$ cat config.mk
export PLATFORM = sky130hd
export DESIGN_NAME = program_loader_flat
export DESIGN_NICKNAME = d
export VERILOG_FILES = /design/src/rtl/loader_pkg.sv /design/src/rtl/program_loader_if.sv /design/src/rtl/loader_addr_ctr.sv /design/src/rtl/program_loader.sv /design/src/flat_wrapper.sv
export SDC_FILE = /design/constraint.sdc
export NUM_CORES = 1
export LEC_CHECK = 0
export ABC_AREA = 1
export CAP_MARGIN = 20
export CELL_PAD_IN_SITES_DETAIL_PLACEMENT = 2
export CELL_PAD_IN_SITES_GLOBAL_PLACEMENT = 2
export CORE_ASPECT_RATIO = 0.75
export CORE_MARGIN = 2
export CORE_UTILIZATION = 26
export CTS_BUF_LIST = sky130_fd_sc_hd__clkbuf_8
export DETAILED_ROUTE_END_ITERATION = 6
export HOLD_SLACK_MARGIN = 0.08
export PLACE_DENSITY_LB_ADDON = 0.1
export SLEW_MARGIN = 20
export SYNTH_ARGS = -nofsm -noshare
export SYNTH_HDL_FRONTEND = slang
export SYNTH_HIERARCHICAL = 1
export SYNTH_SLANG_ARGS = --single-unit
export TNS_END_PERCENT = 10
$ cat constraint.sdc
create_clock -name clk -period 1.6 [get_ports clk]
set_input_delay 0.24 -clock clk [delete_from_list [all_inputs] [get_ports clk]]
set_output_delay 0.24 -clock clk [all_outputs]
set_load 0.05 [all_outputs]
$ cat src/rtl/loader_pkg.sv
// loader_pkg: shared states, target codes and default widths for the program loader
package loader_pkg;
  typedef enum logic [2:0] {IDLE, ACCEPT, WRITE, READ, CHECK, SETTLE, RUN} state_t;
  localparam logic TGT_INST = 1'b0;
  localparam logic TGT_DATA = 1'b1;
  localparam int DEF_INST_W = 32;
  localparam int DEF_DATA_W = 16;
  localparam int DEF_INST_AW = 7;
  localparam int DEF_DATA_AW = 11;
  localparam int DEF_ERR_W = 8;
endpackage

$ cat src/rtl/program_loader_if.sv
// program_loader_if: host stream, memory export and CPU control bundle of the loader
interface program_loader_if import loader_pkg::*; #(
  parameter int INST_W = DEF_INST_W,
  parameter int DATA_W = DEF_DATA_W,
  parameter int INST_AW = DEF_INST_AW,
  parameter int DATA_AW = DEF_DATA_AW,
  parameter int ERR_W = DEF_ERR_W
);
  logic start, verify_en, in_valid, in_ready, in_target, in_last;
  logic [INST_W-1:0] in_data;
  logic cpu_rst, cpu_enPC;
  logic [INST_AW-1:0] inst_addr;
  logic [INST_W-1:0] inst_wdata, inst_rdata;
  logic inst_MW, inst_MR;
  logic [DATA_AW-1:0] data_addr;
  logic [DATA_W-1:0] data_wdata, data_rdata;
  logic data_MW, data_MR;
  logic busy, done, err_overflow;
  logic [ERR_W-1:0] err_count;
  modport master (
    input start, verify_en, in_valid, in_target, in_data, in_last, inst_rdata, data_rdata,
    output in_ready, cpu_rst, cpu_enPC, inst_addr, inst_wdata, inst_MW, inst_MR,
    output data_addr, data_wdata, data_MW, data_MR, busy, done, err_overflow, err_count
  );
  modport slave (
    output start, verify_en, in_valid, in_target, in_data, in_last, inst_rdata, data_rdata,
    input in_ready, cpu_rst, cpu_enPC, inst_addr, inst_wdata, inst_MW, inst_MR,
    input data_addr, data_wdata, data_MW, data_MR, busy, done, err_overflow, err_count
  );
endinterface

$ cat src/rtl/loader_addr_ctr.sv
// loader_addr_ctr: (AW+1)-bit address counter; top bit flags overflow and freezes the count
module loader_addr_ctr #(
  parameter int AW = 7
) (
  input  logic        clk,
  input  logic        rst,
  input  logic        clr_i,
  input  logic        inc_i,
  output logic [AW:0] cnt_o,
  output logic        ovf_o
);
  logic [AW:0] cnt_q, cnt_d;
  always_comb cnt_d = clr_i ? '0 : (inc_i && !cnt_q[AW]) ? cnt_q + 1'b1 : cnt_q;
  always_ff @(posedge clk or negedge rst)
    if (!rst) cnt_q <= '0;
    else cnt_q <= cnt_d;
  assign cnt_o = cnt_q;
  assign ovf_o = cnt_q[AW];
endmodule

$ cat src/rtl/program_loader.sv
// program_loader: streams host words into CPU instruction/data memory with optional
// readback, holding the CPU in reset until the image is loaded.
module program_loader import loader_pkg::*; #(
  parameter int INST_W = DEF_INST_W,
  parameter int DATA_W = DEF_DATA_W,
  parameter int INST_AW = DEF_INST_AW,
  parameter int DATA_AW = DEF_DATA_AW,
  parameter int RD_LAT = 1,
  parameter int SETTLE_CYC = 4,
  parameter int ERR_W = DEF_ERR_W
) (
  input logic clk,
  input logic rst,
  program_loader_if.master bus
);
  localparam int SW = $clog2(SETTLE_CYC + 1);
  localparam logic [1:0] RD_LAST = 2'(RD_LAT - 1);
  localparam logic [SW-1:0] S_LAST = SW'(SETTLE_CYC - 1);
  state_t state_q;
  logic verify_q, tgt_q, last_q, ovf_q;
  logic [INST_W-1:0] word_q, inst_wdata_q;
  logic [1:0] rd_cnt_q;
  logic [SW-1:0] set_cnt_q;
  logic [INST_AW-1:0] inst_addr_q;
  logic [DATA_AW-1:0] data_addr_q;
  logic [DATA_W-1:0] data_wdata_q;
  logic inst_mw_q, inst_mr_q, data_mw_q, data_mr_q;
  logic in_ready_q, cpu_rst_q, enpc_q, busy_q, done_q, err_ovf_q;
  logic [ERR_W-1:0] err_cnt_q;
  logic [INST_AW:0] inst_cnt;
  logic [DATA_AW:0] data_cnt;
  logic inst_ovf, data_ovf, clr, mismatch;
  assign clr = bus.start && (state_q == IDLE || state_q == RUN);
  assign mismatch = tgt_q ? (bus.data_rdata != word_q[DATA_W-1:0]) : (bus.inst_rdata != word_q);
  loader_addr_ctr #(.AW(INST_AW)) u_inst_ctr (
    .clk(clk), .rst(rst), .clr_i(clr), .inc_i(state_q == WRITE && tgt_q == TGT_INST),
    .cnt_o(inst_cnt), .ovf_o(inst_ovf)
  );
  loader_addr_ctr #(.AW(DATA_AW)) u_data_ctr (
    .clk(clk), .rst(rst), .clr_i(clr), .inc_i(state_q == WRITE && tgt_q == TGT_DATA),
    .cnt_o(data_cnt), .ovf_o(data_ovf)
  );
  always_ff @(posedge clk or negedge rst) begin
    if (!rst) begin
      state_q <= IDLE;
      {verify_q, tgt_q, last_q, ovf_q} <= '0;
      word_q <= '0;
      inst_wdata_q <= '0;
      data_wdata_q <= '0;
      inst_addr_q <= '0;
      data_addr_q <= '0;
      rd_cnt_q <= '0;
      set_cnt_q <= '0;
      {inst_mw_q, inst_mr_q, data_mw_q, data_mr_q} <= '0;
      {in_ready_q, enpc_q, busy_q, done_q, err_ovf_q} <= '0;
      cpu_rst_q <= 1'b1;
      err_cnt_q <= '0;
    end else begin
      case (state_q)
        IDLE, RUN: if (bus.start) begin
          verify_q <= bus.verify_en;
          err_cnt_q <= '0;
          err_ovf_q <= 1'b0;
          done_q <= 1'b0;
          cpu_rst_q <= 1'b1;
          enpc_q <= 1'b0;
          busy_q <= 1'b1;
          in_ready_q <= 1'b1;
          state_q <= ACCEPT;
        end
        ACCEPT: if (bus.in_valid) begin
          tgt_q <= bus.in_target;
          word_q <= bus.in_data;
          last_q <= bus.in_last;
          in_ready_q <= 1'b0;
          state_q <= WRITE;
          if (bus.in_target == TGT_DATA) begin
            data_addr_q <= data_cnt[DATA_AW-1:0];
            data_wdata_q <= bus.in_data[DATA_W-1:0];
            data_mw_q <= !data_ovf;
            ovf_q <= data_ovf;
          end else begin
            inst_addr_q <= inst_cnt[INST_AW-1:0];
            inst_wdata_q <= bus.in_data;
            inst_mw_q <= !inst_ovf;
            ovf_q <= inst_ovf;
          end
        end
        WRITE: begin
          inst_mw_q <= 1'b0;
          data_mw_q <= 1'b0;
          if (ovf_q) err_ovf_q <= 1'b1;
          // overflowed words were never written, so there is nothing to read back
          if (verify_q && !ovf_q) begin
            state_q <= READ;
            rd_cnt_q <= '0;
            inst_mr_q <= tgt_q == TGT_INST;
            data_mr_q <= tgt_q == TGT_DATA;
          end else begin
            state_q <= last_q ? SETTLE : ACCEPT;
            cpu_rst_q <= !last_q;
            in_ready_q <= !last_q;
            set_cnt_q <= '0;
          end
        end
        READ: if (rd_cnt_q == RD_LAST) begin
          inst_mr_q <= 1'b0;
          data_mr_q <= 1'b0;
          state_q <= CHECK;
        end else rd_cnt_q <= rd_cnt_q + 1'b1;
        CHECK: begin
          if (mismatch && err_cnt_q != '1) err_cnt_q <= err_cnt_q + 1'b1;
          state_q <= last_q ? SETTLE : ACCEPT;
          cpu_rst_q <= !last_q;
          in_ready_q <= !last_q;
          set_cnt_q <= '0;
        end
        SETTLE: if (set_cnt_q == S_LAST) begin
          enpc_q <= 1'b1;
          done_q <= 1'b1;
          busy_q <= 1'b0;
          state_q <= RUN;
        end else set_cnt_q <= set_cnt_q + 1'b1;
        default: state_q <= IDLE;
      endcase
    end
  end
  assign bus.in_ready = in_ready_q;
  assign bus.cpu_rst = cpu_rst_q;
  assign bus.cpu_enPC = enpc_q;
  assign bus.inst_addr = inst_addr_q;
  assign bus.inst_wdata = inst_wdata_q;
  assign bus.inst_MW = inst_mw_q;
  assign bus.inst_MR = inst_mr_q;
  assign bus.data_addr = data_addr_q;
  assign bus.data_wdata = data_wdata_q;
  assign bus.data_MW = data_mw_q;
  assign bus.data_MR = data_mr_q;
  assign bus.busy = busy_q;
  assign bus.done = done_q;
  assign bus.err_overflow = err_ovf_q;
  assign bus.err_count = err_cnt_q;
endmodule

$ cat src/flat_wrapper.sv
// flat-port wrapper written by rule: the top's interface ports become plain ports
module program_loader_flat import loader_pkg::*;
#(
  parameter int INST_W = DEF_INST_W,
  parameter int DATA_W = DEF_DATA_W,
  parameter int INST_AW = DEF_INST_AW,
  parameter int DATA_AW = DEF_DATA_AW,
  parameter int RD_LAT = 1,
  parameter int SETTLE_CYC = 4,
  parameter int ERR_W = DEF_ERR_W
)
  (clk, rst, bus_start, bus_verify_en, bus_in_valid, bus_in_target, bus_in_data, bus_in_last, bus_inst_rdata, bus_data_rdata, bus_in_ready, bus_cpu_rst, bus_cpu_enPC, bus_inst_addr, bus_inst_wdata, bus_inst_MW, bus_inst_MR, bus_data_addr, bus_data_wdata, bus_data_MW, bus_data_MR, bus_busy, bus_done, bus_err_overflow, bus_err_count);
  program_loader_if #(.INST_W(INST_W), .DATA_W(DATA_W), .INST_AW(INST_AW), .DATA_AW(DATA_AW), .ERR_W(ERR_W)) bus_i ();
  input logic clk;
  input logic rst;
  input wire logic [$bits(bus_i.start)-1:0] bus_start;
  input wire logic [$bits(bus_i.verify_en)-1:0] bus_verify_en;
  input wire logic [$bits(bus_i.in_valid)-1:0] bus_in_valid;
  input wire logic [$bits(bus_i.in_target)-1:0] bus_in_target;
  input wire logic [$bits(bus_i.in_data)-1:0] bus_in_data;
  input wire logic [$bits(bus_i.in_last)-1:0] bus_in_last;
  input wire logic [$bits(bus_i.inst_rdata)-1:0] bus_inst_rdata;
  input wire logic [$bits(bus_i.data_rdata)-1:0] bus_data_rdata;
  output wire logic [$bits(bus_i.in_ready)-1:0] bus_in_ready;
  output wire logic [$bits(bus_i.cpu_rst)-1:0] bus_cpu_rst;
  output wire logic [$bits(bus_i.cpu_enPC)-1:0] bus_cpu_enPC;
  output wire logic [$bits(bus_i.inst_addr)-1:0] bus_inst_addr;
  output wire logic [$bits(bus_i.inst_wdata)-1:0] bus_inst_wdata;
  output wire logic [$bits(bus_i.inst_MW)-1:0] bus_inst_MW;
  output wire logic [$bits(bus_i.inst_MR)-1:0] bus_inst_MR;
  output wire logic [$bits(bus_i.data_addr)-1:0] bus_data_addr;
  output wire logic [$bits(bus_i.data_wdata)-1:0] bus_data_wdata;
  output wire logic [$bits(bus_i.data_MW)-1:0] bus_data_MW;
  output wire logic [$bits(bus_i.data_MR)-1:0] bus_data_MR;
  output wire logic [$bits(bus_i.busy)-1:0] bus_busy;
  output wire logic [$bits(bus_i.done)-1:0] bus_done;
  output wire logic [$bits(bus_i.err_overflow)-1:0] bus_err_overflow;
  output wire logic [$bits(bus_i.err_count)-1:0] bus_err_count;
  assign bus_i.start = bus_start;
  assign bus_i.verify_en = bus_verify_en;
  assign bus_i.in_valid = bus_in_valid;
  assign bus_i.in_target = bus_in_target;
  assign bus_i.in_data = bus_in_data;
  assign bus_i.in_last = bus_in_last;
  assign bus_i.inst_rdata = bus_inst_rdata;
  assign bus_i.data_rdata = bus_data_rdata;
  assign bus_in_ready = bus_i.in_ready;
  assign bus_cpu_rst = bus_i.cpu_rst;
  assign bus_cpu_enPC = bus_i.cpu_enPC;
  assign bus_inst_addr = bus_i.inst_addr;
  assign bus_inst_wdata = bus_i.inst_wdata;
  assign bus_inst_MW = bus_i.inst_MW;
  assign bus_inst_MR = bus_i.inst_MR;
  assign bus_data_addr = bus_i.data_addr;
  assign bus_data_wdata = bus_i.data_wdata;
  assign bus_data_MW = bus_i.data_MW;
  assign bus_data_MR = bus_i.data_MR;
  assign bus_busy = bus_i.busy;
  assign bus_done = bus_i.done;
  assign bus_err_overflow = bus_i.err_overflow;
  assign bus_err_count = bus_i.err_count;
  program_loader #(.INST_W(INST_W), .DATA_W(DATA_W), .INST_AW(INST_AW), .DATA_AW(DATA_AW), .RD_LAT(RD_LAT), .SETTLE_CYC(SETTLE_CYC), .ERR_W(ERR_W)) u_core (.clk(clk), .rst(rst), .bus(bus_i));
endmodule
==> results of run 1 <==
## placed cells by master, fill, tap and decap left out, types with 22 or more instances in the layout
master	n
nand2_1	320
buf_4	147
dfrtp_1	142
clkdlybuf4s50_1	85
inv_1	82
nor2_1	50
o21ai_0	47
nand2_2	26
o21ai_1	25
nand3_1	22
## layout make-up
| cell class | instances | area [sq um] | area share, % |
|---|---|---|---|
| sequential | 147 | 3680 | 35.3 |
| multi-input combinational | 612 | 3110 | 29.8 |
| timing repair buffer | 254 | 2360 | 22.6 |
| tap | 351 | 439 | 4.20 |
| inverter | 108 | 420 | 4.02 |
| clock buffer | 18 | 248 | 2.37 |
| clock inverter | 14 | 188 | 1.80 |
## worst min path at each step
stage | from | depth (start not counted) | slack [ns] | endpoint
CTS | rst | 2 | 0.24 | u_core/bus.inst_wdata[18]
global route | rst | 2 | 0.27 | u_core/bus.inst_wdata[18]
floorplan | rst | 0 | -0.06 | u_core/bus.busy
global placement | rst | 1 | 0.19 | u_core/bus.inst_wdata[18]
detailed placement | rst | 1 | 0.20 | u_core/bus.inst_wdata[18]
finish | rst | 2 | 0.27 | u_core/bus.inst_wdata[18]
## registers in the layout, indices dropped and copies added (netlist names), 7 cells and up
register,cells
u_core/bus.inst_wdata,32
u_core/u_inst_ctr/cnt_o,8
u_core/bus.inst_addr,7
u_core/bus.data_addr,11
u_core/bus.err_count,8
u_core/bus.data_wdata,16
u_core/word_q,32
u_core/u_data_ctr/cnt_o,12
## metal layers
metal  up-vias  track usage [%]  part of all wire [%]
met5         -                0                     0
met4         0             4.12                  0.80
met3        14             3.44                   2.9
met2        92             28.9                    46
met1      3210             26.6                    51
li1       3245                -                     -
## power by group
group          total [mW]  switching, mW  internal, mW  leakage (nW)
logic                9.48           6.02          3.46          3.10
registers            5.93          0.947          4.99          1.89
clock network        3.27           1.54          1.73         0.216
## timing repair
action | in CTS | in global routing
pin swaps | 16 | 37
gates cloned | 1 | 1
setup endpoints to repair | 113 | 145
setup buffers | 5 | 10
hold buffers | 1 | 0
endpoints found under the hold margin | 147 | 0
resized for setup | 43 | 62
## per-stage QoR
stage               power [mW]  instance area (sq um)  TNS (ns)  cells
finish                    18.7                  10400     -5.35   1504
global route              20.0                  10400    -18.79   1504
CTS                       18.5                  10200     -3.28   1493
detailed placement        14.8                   9570    -10.88   1454
global placement          14.6                   9570     -8.65   1454
floorplan                 11.1                   7060    -0.816    885
## critical path, cell delays in order (launching register included)
cell and delay, ns:
dfrtp_1 0.43, inv_2 0.07, nor2_4 0.11, inv_2 0.06, nor2_4 0.13, inv_4 0.06
nor2_8 0.14, inv_4 0.05, nor2_4 0.14, inv_4 0.08, clkbuf_16 0.17, nand2_1 0.06
o21ai_1 0.06
==> out/metrics.sh, run 1 <==
VIAS_IN_THE_FIRST_GLOBAL_ROUTE=7179
PEAKVDDDROP_mV=0.712
R2R_CELLS=12
SYN_AREA_PER_CELL_SQ_UM=7.93
POSTLAYOUTSETUPSLACKWORST_NS=-0.0998
AVGROUTEDWIREPERCELL_UM=16.8
GP_CONGESTION=0.778
PATH_CLASS='reg -> reg'
SYN-CELL-AREA_SQ_UM=7020
REMAINING_MAX_SLEW_BUDGET_AT_THE_TIGHTEST_PIN_PCT=71.1
ANTENNA_FOUND_INITIAL=0
PERIOD_MINUS_SLACK_NS=1.70
GRT_MAX_DEGREE=40
LAYOUT.CORE_UTILIZATION_PCT=39.1
FLOORPLAN.CORE_AREA_SQ_UM=26700
SLEW_VIOL_FINAL=0
WORST_EP_REQUIRED_TIME_NS=1.95
DETAIL_ROUTE.VIAS_PER_CELL=4.36
INITIAL_UTILIZATION_PCT=26.3
VIAS_AFTER_DETAILED_ROUTING=6561
DIODES=0
WORST_PIN_SLEW_NS=0.434
HOLD_CLASS='in -> async'
GRT_FIRST_PASS_WIRELENGTH_UM=40800
R2R-END='u_core/bus.data_wdata[1]'
DETAIL_ROUTE.FIRST_PASS.ITERATIONS=4
SLACK_OF_THE_WORST_REG_TO_REG_PATH_NS=-0.1
STATUS='complete, but fails checks'
FINALSETUPVIOLATIONS=101
DP_SLACK_NS=-0.731
MAXCAPVIOLATIONS=0
FINAL_NETS=1233
ANT_NETS=0
HPWLAFTERDP_UM=19200
CRIT_PATH_END='u_core/bus.data_wdata[1]'
LAYOUT-DRIVE-GT1-SHARE_PCT=27.5
PLACE.PORT_BUFFERS=170
SYN-NUM-NETS=978
STD_CELL_ROWS=52
DRC_ERRORS=0
CP-START-KIND='flip-flop'
DIE-HEIGHT_UM=146
FLOORPLAN.IO_PINS=171
CELLLEAKAGEPOWER_nW=5.21
CTS_MADE_BUFFERS=17
GRT.OVERFLOW.TOTAL=0
TIMING.HOLD.WS_NS=0.266
CTSHTREEMAXLEVEL=4
YS_WARN_COUNT=6
DRT-INITIAL-DRC-COUNT=309
PATH_CLK_SLEW_NS=0.10
CTS_ROOT_BUFFER='clkbuf_8'
FAILED_CHECKS='setup timing'
LAYOUT_STAGE_AREA_GROWTH_OVER_THE_SYNTHESIS_RESULT_PCT=48.8
CRIT_START='u_core/state_q[0]'
GRT_UTIL_ALL_LAYERS_PCT=18.5
TRITONCTS='yes'
FILLER_CELLS_INSERTED=3019
WORST_SKEW_PAIR.LATE_LATENCY_NS=0.47
FLOORPLAN_DIE_AREA_SQ_UM=28400
FMAX_MHz=588
CRIT_ARRIVAL_NS=2.05
CRITICAL_PATH_PEAK_FANOUT=8
TIMING.FINAL.CRIT_SHARE_PCT=106
DIE_W_UM=194
CRITICAL_PATH.ENDPOINT_TYPE='flip-flop'
FIN_WORST_SKEW_NS=0.0186
ROUTE.FINAL.WIRE_LENGTH_UM=25300
REG2REG_FROM='u_core/state_q[0]'
RSZ0062_AT_GRT='yes'
CTS_BUFFER_DEPTH=2
POWER_DENSITY_nW_PER_UM2=1790
SYNTHCELLS=885
FINALHOLDVIOLATIONS=0
NUMCLOCKSINKS=147
(Power assumes the default switching activity.)
==> run 2: changes to the inputs <==
CORE_MARGIN = 4   (was 2)
==> out/metrics.sh, run 2 (synthesis gave the netlist of run 1 again) <==
DIE_W_UM=198
VIAS_AFTER_DETAILED_ROUTING=6710
CTSHTREEMAXLEVEL=4
DR_WL_MET3_UM=897
CP-START-KIND='flip-flop'
TOTAL_POWER_mW=18.6
MAXCAPVIOLATIONS=0
GRT_FIRST_PASS_WIRELENGTH_UM=41100
TRITONCTS='yes'
STATUS='complete, but fails checks'
CRIT_ARRIVAL_NS=2.07
ROUTE.FINAL.WIRE_LENGTH_UM=26900
INITIAL_UTILIZATION_PCT=26.7
PEAKVDDDROP_mV=1.12
HPWLAFTERDP_UM=19800
LAYOUT-DRIVE-GT1-SHARE_PCT=29.2
FINAL_NETS=1231
PATH_CLK_SLEW_NS=0.09
REMAINING_MAX_SLEW_BUDGET_AT_THE_TIGHTEST_PIN_PCT=76.7
POWER_DENSITY_nW_PER_UM2=1780
MOST_COMMON_CELL_AFTER_LAYOUT_FILL_AND_TAPS_ASIDE='nand2_1'
FLOORPLAN.CORE_AREA_SQ_UM=26300
GP_CONGESTION=0.766
PLACED_CELLS=1444
SLEW_VIOL_FINAL=0
WORST_EP_REQUIRED_TIME_NS=2.00
DETAIL_ROUTE.VIAS_PER_CELL=4.49
CRITICAL_PATH_PEAK_FANOUT=8
FLOORPLAN.IO_PINS=171
AVGROUTEDWIREPERCELL_UM=18.0
PATH_CLASS='reg -> reg'
TOTALNEGATIVESETUPSLACK_NS=-0.970
VIAS_IN_THE_FIRST_GLOBAL_ROUTE=7183
FMAX_MHz=598
LAYOUTNONFILLERINSTCOUNT=1494
ANTENNA_FOUND_INITIAL=0
FILLER_CELLS_INSERTED=3015
CTS_BUFFER_DEPTH=2
FINISH.INSTANCE_AREA_SQ_UM=10500
FINALSETUPVIOLATIONS=29
FAILED_CHECKS='setup timing'
CELLLEAKAGEPOWER_nW=5.16
DRC_ERRORS=0
CTS_ROOT_BUFFER='clkbuf_8'
DETAIL_ROUTE.FIRST_PASS.ITERATIONS=4
TOPROUTINGLAYERUSED='met4'
DRT-INITIAL-DRC-COUNT=201
CTS_MADE_BUFFERS=17
WL_MET2_UM=12500
DIE-HEIGHT_UM=150
NUMCLOCKSINKS=147
RSZ0062_AT_GRT='yes'
FLOORPLAN_DIE_AREA_SQ_UM=29700
WORST_SKEW_PAIR.LATE_LATENCY_NS=0.46
STD_CELL_ROWS=51
GRT_MAX_DEGREE=49
PERIOD_MINUS_SLACK_NS=1.67
GRT_UTIL_ALL_LAYERS_PCT=17.9
PLACE.PORT_BUFFERS=170
LAYOUT_STAGE_AREA_GROWTH_OVER_THE_SYNTHESIS_RESULT_PCT=48.9
FINALHOLDVIOLATIONS=0
WORST_PIN_SLEW_NS=0.349
PLACE_AREA_SQ_UM=9500
FINAL_CELL_MIX='nand2_1, buf_4, dfrtp_1'
DIODES=0
FIN_WORST_SKEW_NS=0.0176
MET1_LENGTH_UM=13300
TIMING.FINAL.CRIT_SHARE_PCT=105
CRITICAL_PATH.ENDPOINT_TYPE='flip-flop'
HOLD_CLASS='in -> async'
POSTLAYOUTSETUPSLACKWORST_NS=-0.0728
ANT_NETS=0
GRT.OVERFLOW.TOTAL=0
==> run 2: cell types whose count changed in the layout (fill, tap and decap cells not counted), moves of 4 or more <==
| cell | before | now |
|---|---|---|
| buf_4 | 147 | 143 |
| nand2_1 | 320 | 309 |
| nand2_2 | 26 | 38 |
| o21ai_1 | 25 | 21 |
==> run 2: worst paths after layout <==
kind | start | to | slack [ns] | depth (start not counted)
worst max register to register | u_core/word_q[12] | u_core/bus.err_count[0] | -0.07 | 11
worst min-delay path | rst | u_core/bus.inst_wdata[20] | 0.17 | 2
worst max-delay path | u_core/word_q[12] | u_core/bus.err_count[0] | -0.07 | 11
worst min register to register | u_core/bus.inst_wdata[14] | u_core/bus.inst_wdata[14] | 0.49 | 2
min in group clk | bus_verify_en | u_core/verify_q | 0.34 | 3
max in group asynchronous | rst | u_core/bus.cpu_rst | 0.86 | 3
==> run 2: worst max-delay path, stage by stage, from the launching register on <==
cell	delay (ns)
dfrtp_1	0.43
xnor2_1	0.18
nand2_1	0.10
nor2_2	0.11
nand2_1	0.07
nor2_2	0.15
nand3_4	0.12
nand2_4	0.13
nand2_8	0.08
nand2_8	0.11
nand2_1	0.07
nand2_1	0.06
==> run 2: final cells by class <==
| type | instances | area, sq um | share of cell area (%) |
|---|---|---|---|
| Clock buffer | 20 | 275 | 2.63 |
| Clock inverter | 11 | 104 | 0.994 |
| Inverter | 108 | 423 | 4.05 |
| Multi-Input combinational cell | 613 | 3210 | 30.7 |
| Sequential cell | 147 | 3690 | 35.3 |
| Tap cell | 344 | 430 | 4.12 |
| Timing Repair Buffer | 251 | 2330 | 22.3 |
==> run 2: through the flow <==
step	worst slack, ns	util [%]	hold slack, ns
floorplan	-0.0916	-	-0.0556
global placement	-0.756	36.1	0.0824
detailed placement	-0.829	36.1	0.0783
CTS	-0.132	38.3	0.124
global route	-0.181	39.8	0.129
finish	-0.0728	39.8	0.167
==> run 2: routing by layer <==
| metal | GRT usage (%) | up-vias |
|---|---|---|
| li1 | - | 3255 |
| met1 | 25.6 | 3342 |
| met2 | 28.6 | 96 |
| met3 | 3.13 | 17 |
| met4 | 3.61 | 0 |
| met5 | 0 | - |
==> run 2: timing repair <==
item	4_1_cts	5_1_grt
hold buffers	1	0
buffers inserted	2	12
pin swaps	18	39
setup endpoints to repair	98	131
cloned	2	2
gates resized for setup	47	87
hold endpoints to repair	146	0
==> run 2: power by group <==
part           leakage [nW]  internal [mW]  switching [mW]
clock                 0.180           1.35            1.58
sequential             1.89           4.99           0.980
combinational          3.09           3.53            6.21
